--- src/rtl/hdmi_frame_reader_if.sv ---
// Frame-buffer read port and encoder-side video bus of the HDMI scan-out stage.
// master = hdmi_frame_reader, slave = frame-buffer read port plus TMDS encoder.
interface hdmi_frame_reader_if;
    logic        ord_en;
    logic [18:0] oraddr;
    logic [23:0] ird_data;
    logic [23:0] orgb;
    logic        ode;
    logic        ohsync;
    logic        ovsync;
    logic        oframe_start;

    modport master (
        output ord_en, oraddr, orgb, ode, ohsync, ovsync, oframe_start,
        input  ird_data
    );

    modport slave (
        input  ord_en, oraddr, orgb, ode, ohsync, ovsync, oframe_start,
        output ird_data
    );
endinterface

--- src/rtl/hdmi_frame_reader.sv ---
// 640x480@60 scan-out: video timing, linear frame-buffer reads, sync/de aligned to read data.
// Optional colour-bar generator is built only when HDMI_TEST_PATTERN_EN is defined.
module hdmi_frame_reader #(
    parameter int RD_LAT       = 2,
    parameter int FRAME_PIXELS = 307200,
    parameter int H_ACTIVE     = 640,
    parameter int H_FP         = 16,
    parameter int H_SYNC       = 96,
    parameter int H_BP         = 48,
    parameter int V_ACTIVE     = 480,
    parameter int V_FP         = 10,
    parameter int V_SYNC       = 2,
    parameter int V_BP         = 33
) (
    input  logic                 iclk,
    input  logic                 ireset,
    input  logic                 ienable,
    input  logic                 itest_pattern,
    hdmi_frame_reader_if.master  bus
);
    localparam int H_TOTAL = H_ACTIVE + H_FP + H_SYNC + H_BP;
    localparam int V_TOTAL = V_ACTIVE + V_FP + V_SYNC + V_BP;

    localparam logic [9:0]  H_END     = 10'(H_TOTAL - 1);
    localparam logic [9:0]  V_END     = 10'(V_TOTAL - 1);
    localparam logic [9:0]  H_ACT     = 10'(H_ACTIVE);
    localparam logic [9:0]  V_ACT     = 10'(V_ACTIVE);
    localparam logic [9:0]  H_SYNC_LO = 10'(H_ACTIVE + H_FP);
    localparam logic [9:0]  H_SYNC_HI = 10'(H_ACTIVE + H_FP + H_SYNC);
    localparam logic [9:0]  V_SYNC_LO = 10'(V_ACTIVE + V_FP);
    localparam logic [9:0]  V_SYNC_HI = 10'(V_ACTIVE + V_FP + V_SYNC);
    localparam logic [18:0] ADDR_LAST = 19'(FRAME_PIXELS - 1);

    logic [9:0]  hcnt;
    logic [9:0]  vcnt;
    logic [18:0] addr;
    logic        frame_en;

    logic active;
    logic frame_end;
    logic hsync_n;
    logic vsync_n;
    logic first_pixel;
    logic pattern;
    logic read;

    // Stage-0 flags; index RD_LAT lines up with ird_data
    logic [RD_LAT:0] dl_active;
    logic [RD_LAT:0] dl_read;
    logic [RD_LAT:0] dl_hsync;
    logic [RD_LAT:0] dl_vsync;
    logic [RD_LAT:0] dl_first;
    logic [23:0]     pixel;

    always_comb begin
        active      = (hcnt < H_ACT) && (vcnt < V_ACT);
        frame_end   = (hcnt == H_END) && (vcnt == V_END);
        hsync_n     = !((hcnt >= H_SYNC_LO) && (hcnt < H_SYNC_HI));
        vsync_n     = !((vcnt >= V_SYNC_LO) && (vcnt < V_SYNC_HI));
        first_pixel = (hcnt == 10'd0) && (vcnt == 10'd0);
        read        = active && frame_en && !pattern;
    end

    always_ff @(posedge iclk) begin
        if (ireset) begin
            hcnt       <= 10'd0;
            vcnt       <= 10'd0;
            addr       <= 19'd0;
            frame_en   <= 1'b0;
            bus.ord_en <= 1'b0;
            bus.oraddr <= 19'd0;
        end else begin
            if (hcnt == H_END) begin
                hcnt <= 10'd0;
                vcnt <= (vcnt == V_END) ? 10'd0 : vcnt + 10'd1;
            end else begin
                hcnt <= hcnt + 10'd1;
            end

            // Address advances on every active pixel so it stays tied to screen position
            // even if the pattern select toggles mid-frame.
            if (frame_end) begin
                frame_en <= ienable;
                addr     <= 19'd0;
            end else if (active && (addr != ADDR_LAST)) begin
                addr <= addr + 19'd1;
            end

            bus.ord_en <= read;
            if (read)
                bus.oraddr <= addr;
        end
    end

    always_ff @(posedge iclk) begin
        if (ireset) begin
            dl_active <= '0;
            dl_read   <= '0;
            dl_hsync  <= '1;
            dl_vsync  <= '1;
            dl_first  <= '0;
        end else begin
            dl_active <= {dl_active[RD_LAT-1:0], active};
            dl_read   <= {dl_read[RD_LAT-1:0], read};
            dl_hsync  <= {dl_hsync[RD_LAT-1:0], hsync_n};
            dl_vsync  <= {dl_vsync[RD_LAT-1:0], vsync_n};
            dl_first  <= {dl_first[RD_LAT-1:0], first_pixel};
        end
    end

`ifdef HDMI_TEST_PATTERN_EN
    logic [2:0]      bar;
    logic [RD_LAT:0] dl_pat;
    logic [2:0]      dl_bar [RD_LAT+1];

    assign pattern = itest_pattern;

    always_comb begin
        bar = 3'd0;
        for (int k = 1; k < 8; k++)
            if (hcnt >= 10'(k * H_ACTIVE / 8))
                bar = 3'(k);
    end

    always_ff @(posedge iclk) begin
        if (ireset) begin
            dl_pat <= '0;
            for (int k = 0; k <= RD_LAT; k++)
                dl_bar[k] <= 3'd0;
        end else begin
            dl_pat    <= {dl_pat[RD_LAT-1:0], itest_pattern && active};
            dl_bar[0] <= bar;
            for (int k = 1; k <= RD_LAT; k++)
                dl_bar[k] <= dl_bar[k-1];
        end
    end

    // Bar order white..black maps to R=~b[1], G=~b[2], B=~b[0]
    always_comb begin
        pixel = dl_read[RD_LAT] ? bus.ird_data : 24'h0;
        if (dl_pat[RD_LAT])
            pixel = {{8{~dl_bar[RD_LAT][1]}}, {8{~dl_bar[RD_LAT][2]}}, {8{~dl_bar[RD_LAT][0]}}};
    end
`else
    logic unused_pattern;

    assign pattern        = 1'b0;
    assign unused_pattern = itest_pattern;

    always_comb begin
        pixel = dl_read[RD_LAT] ? bus.ird_data : 24'h0;
    end
`endif

    always_ff @(posedge iclk) begin
        if (ireset) begin
            bus.orgb         <= 24'h0;
            bus.ode          <= 1'b0;
            bus.ohsync       <= 1'b1;
            bus.ovsync       <= 1'b1;
            bus.oframe_start <= 1'b0;
        end else begin
            bus.orgb         <= pixel;
            bus.ode          <= dl_active[RD_LAT];
            bus.ohsync       <= dl_hsync[RD_LAT];
            bus.ovsync       <= dl_vsync[RD_LAT];
            bus.oframe_start <= dl_first[RD_LAT];
        end
    end
endmodule

--- src/flat_wrapper.sv ---
// flat-port wrapper written by rule: the top's interface ports become plain ports
module hdmi_frame_reader_flat 
#(
    parameter int RD_LAT       = 2,
    parameter int FRAME_PIXELS = 307200,
    parameter int H_ACTIVE     = 640,
    parameter int H_FP         = 16,
    parameter int H_SYNC       = 96,
    parameter int H_BP         = 48,
    parameter int V_ACTIVE     = 480,
    parameter int V_FP         = 10,
    parameter int V_SYNC       = 2,
    parameter int V_BP         = 33
)
  (iclk, ireset, ienable, itest_pattern, bus_ord_en, bus_oraddr, bus_orgb, bus_ode, bus_ohsync, bus_ovsync, bus_oframe_start, bus_ird_data);
  hdmi_frame_reader_if bus_i ();
  input  logic iclk;
  input  logic ireset;
  input  logic ienable;
  input  logic itest_pattern;
  output wire logic [$bits(bus_i.ord_en)-1:0] bus_ord_en;
  output wire logic [$bits(bus_i.oraddr)-1:0] bus_oraddr;
  output wire logic [$bits(bus_i.orgb)-1:0] bus_orgb;
  output wire logic [$bits(bus_i.ode)-1:0] bus_ode;
  output wire logic [$bits(bus_i.ohsync)-1:0] bus_ohsync;
  output wire logic [$bits(bus_i.ovsync)-1:0] bus_ovsync;
  output wire logic [$bits(bus_i.oframe_start)-1:0] bus_oframe_start;
  input wire logic [$bits(bus_i.ird_data)-1:0] bus_ird_data;
  assign bus_ord_en = bus_i.ord_en;
  assign bus_oraddr = bus_i.oraddr;
  assign bus_orgb = bus_i.orgb;
  assign bus_ode = bus_i.ode;
  assign bus_ohsync = bus_i.ohsync;
  assign bus_ovsync = bus_i.ovsync;
  assign bus_oframe_start = bus_i.oframe_start;
  assign bus_i.ird_data = bus_ird_data;
  hdmi_frame_reader #(.RD_LAT(RD_LAT), .FRAME_PIXELS(FRAME_PIXELS), .H_ACTIVE(H_ACTIVE), .H_FP(H_FP), .H_SYNC(H_SYNC), .H_BP(H_BP), .V_ACTIVE(V_ACTIVE), .V_FP(V_FP), .V_SYNC(V_SYNC), .V_BP(V_BP)) u_core (.iclk(iclk), .ireset(ireset), .ienable(ienable), .itest_pattern(itest_pattern), .bus(bus_i));
endmodule
--- config.mk ---
export PLATFORM = sky130hd
export DESIGN_NAME = hdmi_frame_reader_flat
export DESIGN_NICKNAME = d
export VERILOG_FILES = /design/src/rtl/hdmi_frame_reader_if.sv /design/src/rtl/hdmi_frame_reader.sv /design/src/flat_wrapper.sv
export SDC_FILE = /design/constraint.sdc
export NUM_CORES = 1
export LEC_CHECK = 0
export ABC_AREA = 0
export BUFFER_PORTS_ARGS = -buffer_cell sky130_fd_sc_hd__buf_2
export CAP_MARGIN = 20
export CORE_ASPECT_RATIO = 0.5
export CORE_MARGIN = 2
export CORE_UTILIZATION = 58
export CTS_CLUSTER_SIZE = 24
export DETAILED_ROUTE_END_ITERATION = 6
export PLACE_DENSITY = 0.83
export SYNTH_ARGS = -nofsm -noshare
export SYNTH_HDL_FRONTEND = slang
export SYNTH_SLANG_ARGS = --single-unit
--- constraint.sdc ---
create_clock -name iclk -period 3.5 [get_ports iclk]
set_input_delay 0.175 -clock iclk [delete_from_list [all_inputs] [get_ports iclk]]
set_output_delay 0.175 -clock iclk [all_outputs]
set_load 0.02 [all_outputs]
==> results of run 1 <==
## sequential cells by signal, indices dropped and copies added, names as in the netlist
signal                   flops
u_core.vcnt                 10
u_core.dl_hsync              3
u_core.hcnt                 10
u_core.bus.ohsync            1
u_core.dl_vsync              3
u_core.bus.ovsync            1
u_core.bus.oframe_start      1
u_core.bus.orgb             24
u_core.bus.oraddr           19
u_core.dl_read               3
u_core.bus.ode               1
u_core.dl_active             3
u_core.dl_first              3
u_core.frame_en              1
u_core.addr                 19
## critical path, cell delays in order (launching register included)
cell and delay (ns):
dfxtp_1 0.35, inv_1 0.11, ha_1 0.14, or4b_1 0.47
nor3_2 0.25, and2_1 0.19, or2_2 0.48, nor2_1 0.13
## cell families after synthesis
group / Yosys count / share of synthesized area (%)
muxes: 21 / 5.39
and+or+nand+nor: 183 / 26.2
buffers and inverters: 25 / 3.11
DFF: 102 / 52.4
adders and majority gates: 6 / 1.93
AOI/OAI and AO/OA: 31 / 5.33
xor gates and xnor gates: 25 / 5.62
## power by group through the flow
stage	Clock [mW]	Sequential, mW	Combinational, mW
3_3_place_gp	0	1.21	0.0489
5_1_grt	1.04	1.18	0.0573
4_1_cts	0.992	1.18	0.0511
6_report	0.971	1.18	0.0501
3_5_place_dp	0	1.21	0.0492
2_1_floorplan	0	1.20	0.0321
## final cells by class
type / instances / area share (%)
clock inverters: 5 / 1.25
inverters: 9 / 0.735
flip-flops and latches: 102 / 44.5
clock buffers: 11 / 5.07
well taps: 92 / 2.51
multi-input cells: 266 / 37.8
repair buffers: 75 / 8.23
## cells in the mapped netlist (all sizes together)
library cell	instances
a31oi	2
or3	6
a311oi	1
and3	6
nand4	13
ha	6
mux2i	21
o21ai	7
a21oi	13
nor2b	9
or4b	2
a41oi	1
dfxtp	102
xnor2	15
nor3	9
or4	2
inv	9
a22oi	1
a211oi	4
o2111ai	1
nor4b	3
nand3	12
and4	4
clkbuf	11
nand3b	2
xor2	10
nand2b	1
and2	28
a2111oi	1
nor2	57
buf	5
or2	9
nand2	15
nor4	5
## stage by stage
step	setup WS, ns	util, %
3_3_place_gp	1.25	65.1
3_5_place_dp	1.25	65.1
2_1_floorplan	1.57	-
5_1_grt	0.967	69.6
4_1_cts	1.21	69.5
6_report	1.24	69.6
## layer usage
metal / part of all wire (%) / global-route usage, % / up-vias
met2: 46 / 36.9 / 93
met4: 1.4 / 8.57 / 0
met5: 0 / 0 / -
met3: 6.5 / 7.94 / 11
li1: - / - / 1485
met1: 46 / 25.1 / 1347
## how the worst max path moves through the flow
stage | start | end | slack (ns) | cells after the start
after detailed placement | u_core.vcnt[0] | u_core.vcnt[4] | 1.25 | 7
final | u_core.vcnt[0] | u_core.vcnt[4] | 1.24 | 7
after CTS | u_core.vcnt[0] | u_core.vcnt[4] | 1.21 | 7
after global routing | u_core.vcnt[0] | u_core.vcnt[4] | 0.97 | 7
after floorplan | u_core.vcnt[0] | u_core.vcnt[4] | 1.57 | 9
after global placement | u_core.vcnt[0] | u_core.addr[10] | 1.25 | 7
==> impl_metrics.yaml, run 1 <==
detailed_routing:
  first_pass_iters: 4
  dr_total_vias: 2936
  final_antenna_net_count: 0
  vias_per_cell: 5.24
  drt-initial-drc-count: 182
  drt-total-wl_mm: 7.42
  wl_per_cell_um: 13.2
  drc_errors: 0
power_and_ir_drop:
  p_switching_mw: 0.452
  p_int_mw: 1.75
  ir_drop_uv: 225
  power_density_nw_per_um2: 479
  p_comb_share_pct: 2.3
  leakagePower_nw: 2.04
  seq_power_share_pct: 53.6
  clkPwrFrac_pct: 44.1
  sw_frac_of_total_pct: 20.5
  total_power_mw: 2.20
setup_path:
  critical_path_class: "flop to flop"
  cp.arrival_ns: 2.45
  start_kind: "flop"
  worstPathMaxFanout: 27
  worst_setup_path_end_kind: "flop"
  r2r-end: "u_core.vcnt[4]"
  timing.rr.start: "u_core.vcnt[0]"
  rrSetupSlack_ns: 1.24
  required_ns: 3.70
  r2r_cells: 7
synth:
  yosysWarnings: 0
  synthCells: 393
  yosysSeqAreaShare_pct: 52.4
  synthDistinctLibCells: 48
  synth.avg_cell_area_um2: 9.92
  synth_top_area_share_pct: 52.4
  yosys.area.top_type: "dfxtp_1"
  synth_area_leaders: "dfxtp_1 (52%), nor2_1 (5.5%), mux2i_1 (5.4%)"
  syn_area_um2: 3900
  synth_nets: 427
  ys_seq_elements: 102
timing:
  finClkSkew_ns: 0.00599
  tns_ns: 0
  drv_slew: 0
  timing.hold.ws_ns: 0.0301
  rsz0062_at_grt: "no"
  relSlewSlack_pct: 49.4
  finalSetupViolCount: 0
  tightest_slew_ns: 0.759
  period_share_pct: 64.4
  min_period_ns: 2.26
  hold_viol_final: 0
  max_freq_mhz: 443
run:
  maxCapViolCount: 0
floorplanning:
  fp.dieH_um: 62.0
  io_pins: 76
  fp.dieW_um: 120
  initial_core_util_pct: 59.1
  coreArea_um2: 6600
  dieArea_um2: 7430
  core.rowCount: 21
layout:
  final_cell_mix: "dfxtp_1 (102), buf_2 (74), nor2_1 (57)"
  instances_no_fill: 560
  multi_input_area_um2: 1730
  layout-drive-gt1-share_pct: 24.8
  fillers: 509
  final_common_cell: "dfxtp_1"
  design_area_um2: 4590
  diodes: 0
  num-nets-final: 497
  syn2layout_area_growth_pct: 17.8
  final-seq-area_um2: 2040
global_routing:
  grt_max_degree: 46
  grt_pass1_wl_mm: 12.2
  grt_antenna_before_repair: 0
  gr-total-overflow: 0
  grt_usage_pct: 21.4
  first_global_vias: 2576
hold_path:
  whs_endpoint: "u_core.bus.orgb[11]"
  hp-class: "primary input to flop"
  min-delay-start: "bus_ird_data[11]"
  whs_path_depth: 2
clock_network:
  cts_buffers: 9
  root_buffer: "clkbuf_16"
  clk_latency_ns: 0.34
  clk_path_buf_depth: 2
  holdBufCountCts: 0
  cts.sinks: 102
  cts_tree: "yes"
  h-tree-depth: 3
  postCtsSetupBuffers: 0
  path_clk_slew_ns: 0.07
  post_cts_resized: 0
place:
  port-buffer-count: 74
  hpwl_mm: 4.83
  dp.cells: 543
  place_congestion: 0.850
  postPlaceCellArea_um2: 4300
outcome:
  status: "finished clean"
Note: power is estimated with default switching activity, not from simulation.
==> inputs of run 2 (changes only) <==
Settings changed: ABC_AREA 0 to 1, CORE_UTILIZATION 58 to 56, PLACE_DENSITY 0.83 to 0.8.
Clock period 3.5 ns to 2.2 ns, I/O delays scaled along.
==> run 2 against run 1 <==
Effect of this change:
- synthesized cell count grew 49%
- cell count is 41% higher
- sequential cell count unchanged
- die area increased by 16%
- final area up 15%
- via count grew 31%
- count of clock-buffer cells in the layout decreased by 1
- global-route usage up 2.0 points
- critical path type unchanged
- largest cell class unchanged
- sequential power rose by 64%
- core utilization grew 1.4 points
- sequential share of layout area down 5.9 points
- critical endpoint is now u_core.addr[8]
==> impl_metrics.yaml, run 2 <==
outcome:
  status: "finished clean"
hold_path:
  min-delay-start: "bus_ird_data[2]"
  whs_endpoint: "u_core.bus.orgb[2]"
  hp-class: "primary input to flop"
  whs_path_depth: 3
setup_path:
  rrSetupSlack_ns: 0.44
  critical_path_class: "flop to flop"
  r2r-end: "u_core.addr[8]"
  start_kind: "flop"
  worst_setup_path_end_kind: "flop"
  required_ns: 2.47
  cp.arrival_ns: 2.03
  worstPathMaxFanout: 15
  timing.rr.start: "u_core.addr[0]"
  r2r_cells: 9
clock_network:
  post_cts_resized: 0
  clk_path_buf_depth: 2
  cts_buffers: 9
  root_buffer: "clkbuf_16"
  path_clk_slew_ns: 0.06
  cts.sinks: 102
  holdBufCountCts: 21
  clk_latency_ns: 0.34
  cts_tree: "yes"
  h-tree-depth: 3
  postCtsSetupBuffers: 0
layout:
  top_regs: "u_core.bus.orgb: 24 flops, u_core.addr: 19 flops, u_core.bus.oraddr: 19 flops"
  fillers: 598
  regMostFlops: "u_core.bus.orgb"
  final_common_cell: "nand2_1"
  diodes: 0
  layout-drive-gt1-share_pct: 19.8
  final-seq-area_um2: 2040
  largest_reg_flops: 24
  final_cell_mix: "nand2_1 (125), dfxtp_1 (102), nor2_1 (88)"
  num-nets-final: 712
  multi_input_area_um2: 1910
  syn2layout_area_growth_pct: 21.1
  instances_no_fill: 790
timing:
  min_period_ns: 1.76
  tns_ns: 0
  period_share_pct: 80.0
  finClkSkew_ns: 0.00515
  finalSetupViolCount: 0
  rsz0062_at_grt: "no"
  fin_ws_ns: 0.440
  tightest_slew_ns: 0.754
  relSlewSlack_pct: 49.6
  hold_viol_final: 0
  max_freq_mhz: 568
  drv_slew: 0
detailed_routing:
  first_pass_iters: 4
  dr_total_vias: 3851
  drc_errors: 0
  drt-total-wl_mm: 9.72
  drt-initial-drc-count: 221
  vias_per_cell: 4.87
  wl_per_cell_um: 12.3
  final_antenna_net_count: 0
global_routing:
  gr-total-overflow: 0
  grt_pass1_wl_mm: 15.7
  grt_max_degree: 39
  grt_antenna_before_repair: 0
  grt_usage_pct: 23.4
  first_global_vias: 3515
power_and_ir_drop:
  ir_drop_uv: 409
  leakagePower_nw: 2.40
  power_density_nw_per_um2: 695
  total_power_mw: 3.68
run:
  maxCapViolCount: 0
synth:
  ys_top_cells_by_count: "nand2_1 (125), dfxtp_1 (102), nor2_1 (88)"
  yosys.area.top_type: "dfxtp_1"
  synthDistinctLibCells: 36
  synth_edf_count: 0
  synthCells: 586
  synth_ff_type: "dfxtp_1"
  ys_seq_elements: 102
  synth.avg_cell_area_um2: 7.48
  yosysWarnings: 0
  synth_top_area_share_pct: 46.6
  async_flop_share_pct: 0
  synth_nets: 620
  synth.most_common_cell: "nand2_1"
  yosysSeqAreaShare_pct: 46.6
  syn_area_um2: 4380
  synth_area_leaders: "dfxtp_1 (47%), nand2_1 (11%), nor2_1 (7.5%)"
floorplanning:
  dieArea_um2: 8590
  initial_core_util_pct: 58.7
  fp.dieW_um: 129
  core.rowCount: 22
  coreArea_um2: 7460
  io_pins: 76
  fp.dieH_um: 66.5
place:
  post-place-ws_ns: 0.455
  port-buffer-count: 74
  place_congestion: 0.878
  hpwl_mm: 6.26
  dp.cells: 753
run 2: changes by cell type in the layout (fill, tap and decap cells not counted), moves of 21 or more:
cell,delta
nand2_1,+111
nand3_1,+34
and2_1,-26
dlygate4sd3_1,+22
nor2_1,+31
mux2i_1,-21
inv_1,+70
a21oi_1,+23
run 2: worst max path at each step:
stage / from / end / depth (start not counted)
after floorplan: u_core.addr[0] / u_core.addr[12] / 10
after global placement: u_core.addr[0] / u_core.addr[11] / 9
after detailed placement: u_core.addr[0] / u_core.addr[8] / 9
after CTS: u_core.addr[0] / u_core.addr[8] / 9
after global routing: u_core.addr[0] / u_core.addr[3] / 9
final: u_core.addr[0] / u_core.addr[8] / 9
run 2: metal layers:
layer	global-route usage, %	routed length [um]
met4	7.34	116
met5	0	0
met3	7.31	540
met1	27.5	4470
met2	41.3	4590
run 2: layout make-up:
cell class	instances	share of cell area (%)
timing repair buffer	99	11.6
multi-input combinational	384	35.9
clock buffer	10	4.32
sequential	102	38.5
clock inverter	5	1.13
inverter	82	5.99
tap	108	2.55
run 2: report_power, final:
group	switching (mW)	internal (mW)	leakage, nW
logic	0.116	0.100	1.44
registers	0.0458	1.89	0.825
clock network	0.656	0.879	0.139
total	0.817	2.87	2.40
run 2: logic make-up after synthesis:
family	synth area share, %
AOI/OAI and AO/OA	7.80
DFF	46.6
and+or+nand+nor	32.8
xor gates and xnor gates	1.20
adders and majority gates	1.71
buffers and inverters	9.88
run 2: metrics by stage:
stage               instance area [um2]  hold WS (ns)  util, %
global route                       5300        0.0172     71.1
global placement                   4790         0.324     64.3
floorplan                          4380         0.222        -
detailed placement                 4790         0.331     64.3
CTS                                5290      0.000413     70.9
finish                             5300        0.0125     71.1
run 2: worst max-delay path, stage by stage, from the launching register on:
cell     delay (ns)
dfxtp_1        0.41
ha_1           0.26
inv_1          0.10
nor2_4         0.19
nand2_4        0.11
nor2_8         0.11
nand2_4        0.14
nand2_8        0.15
nand2_1        0.07
a21oi_1        0.15
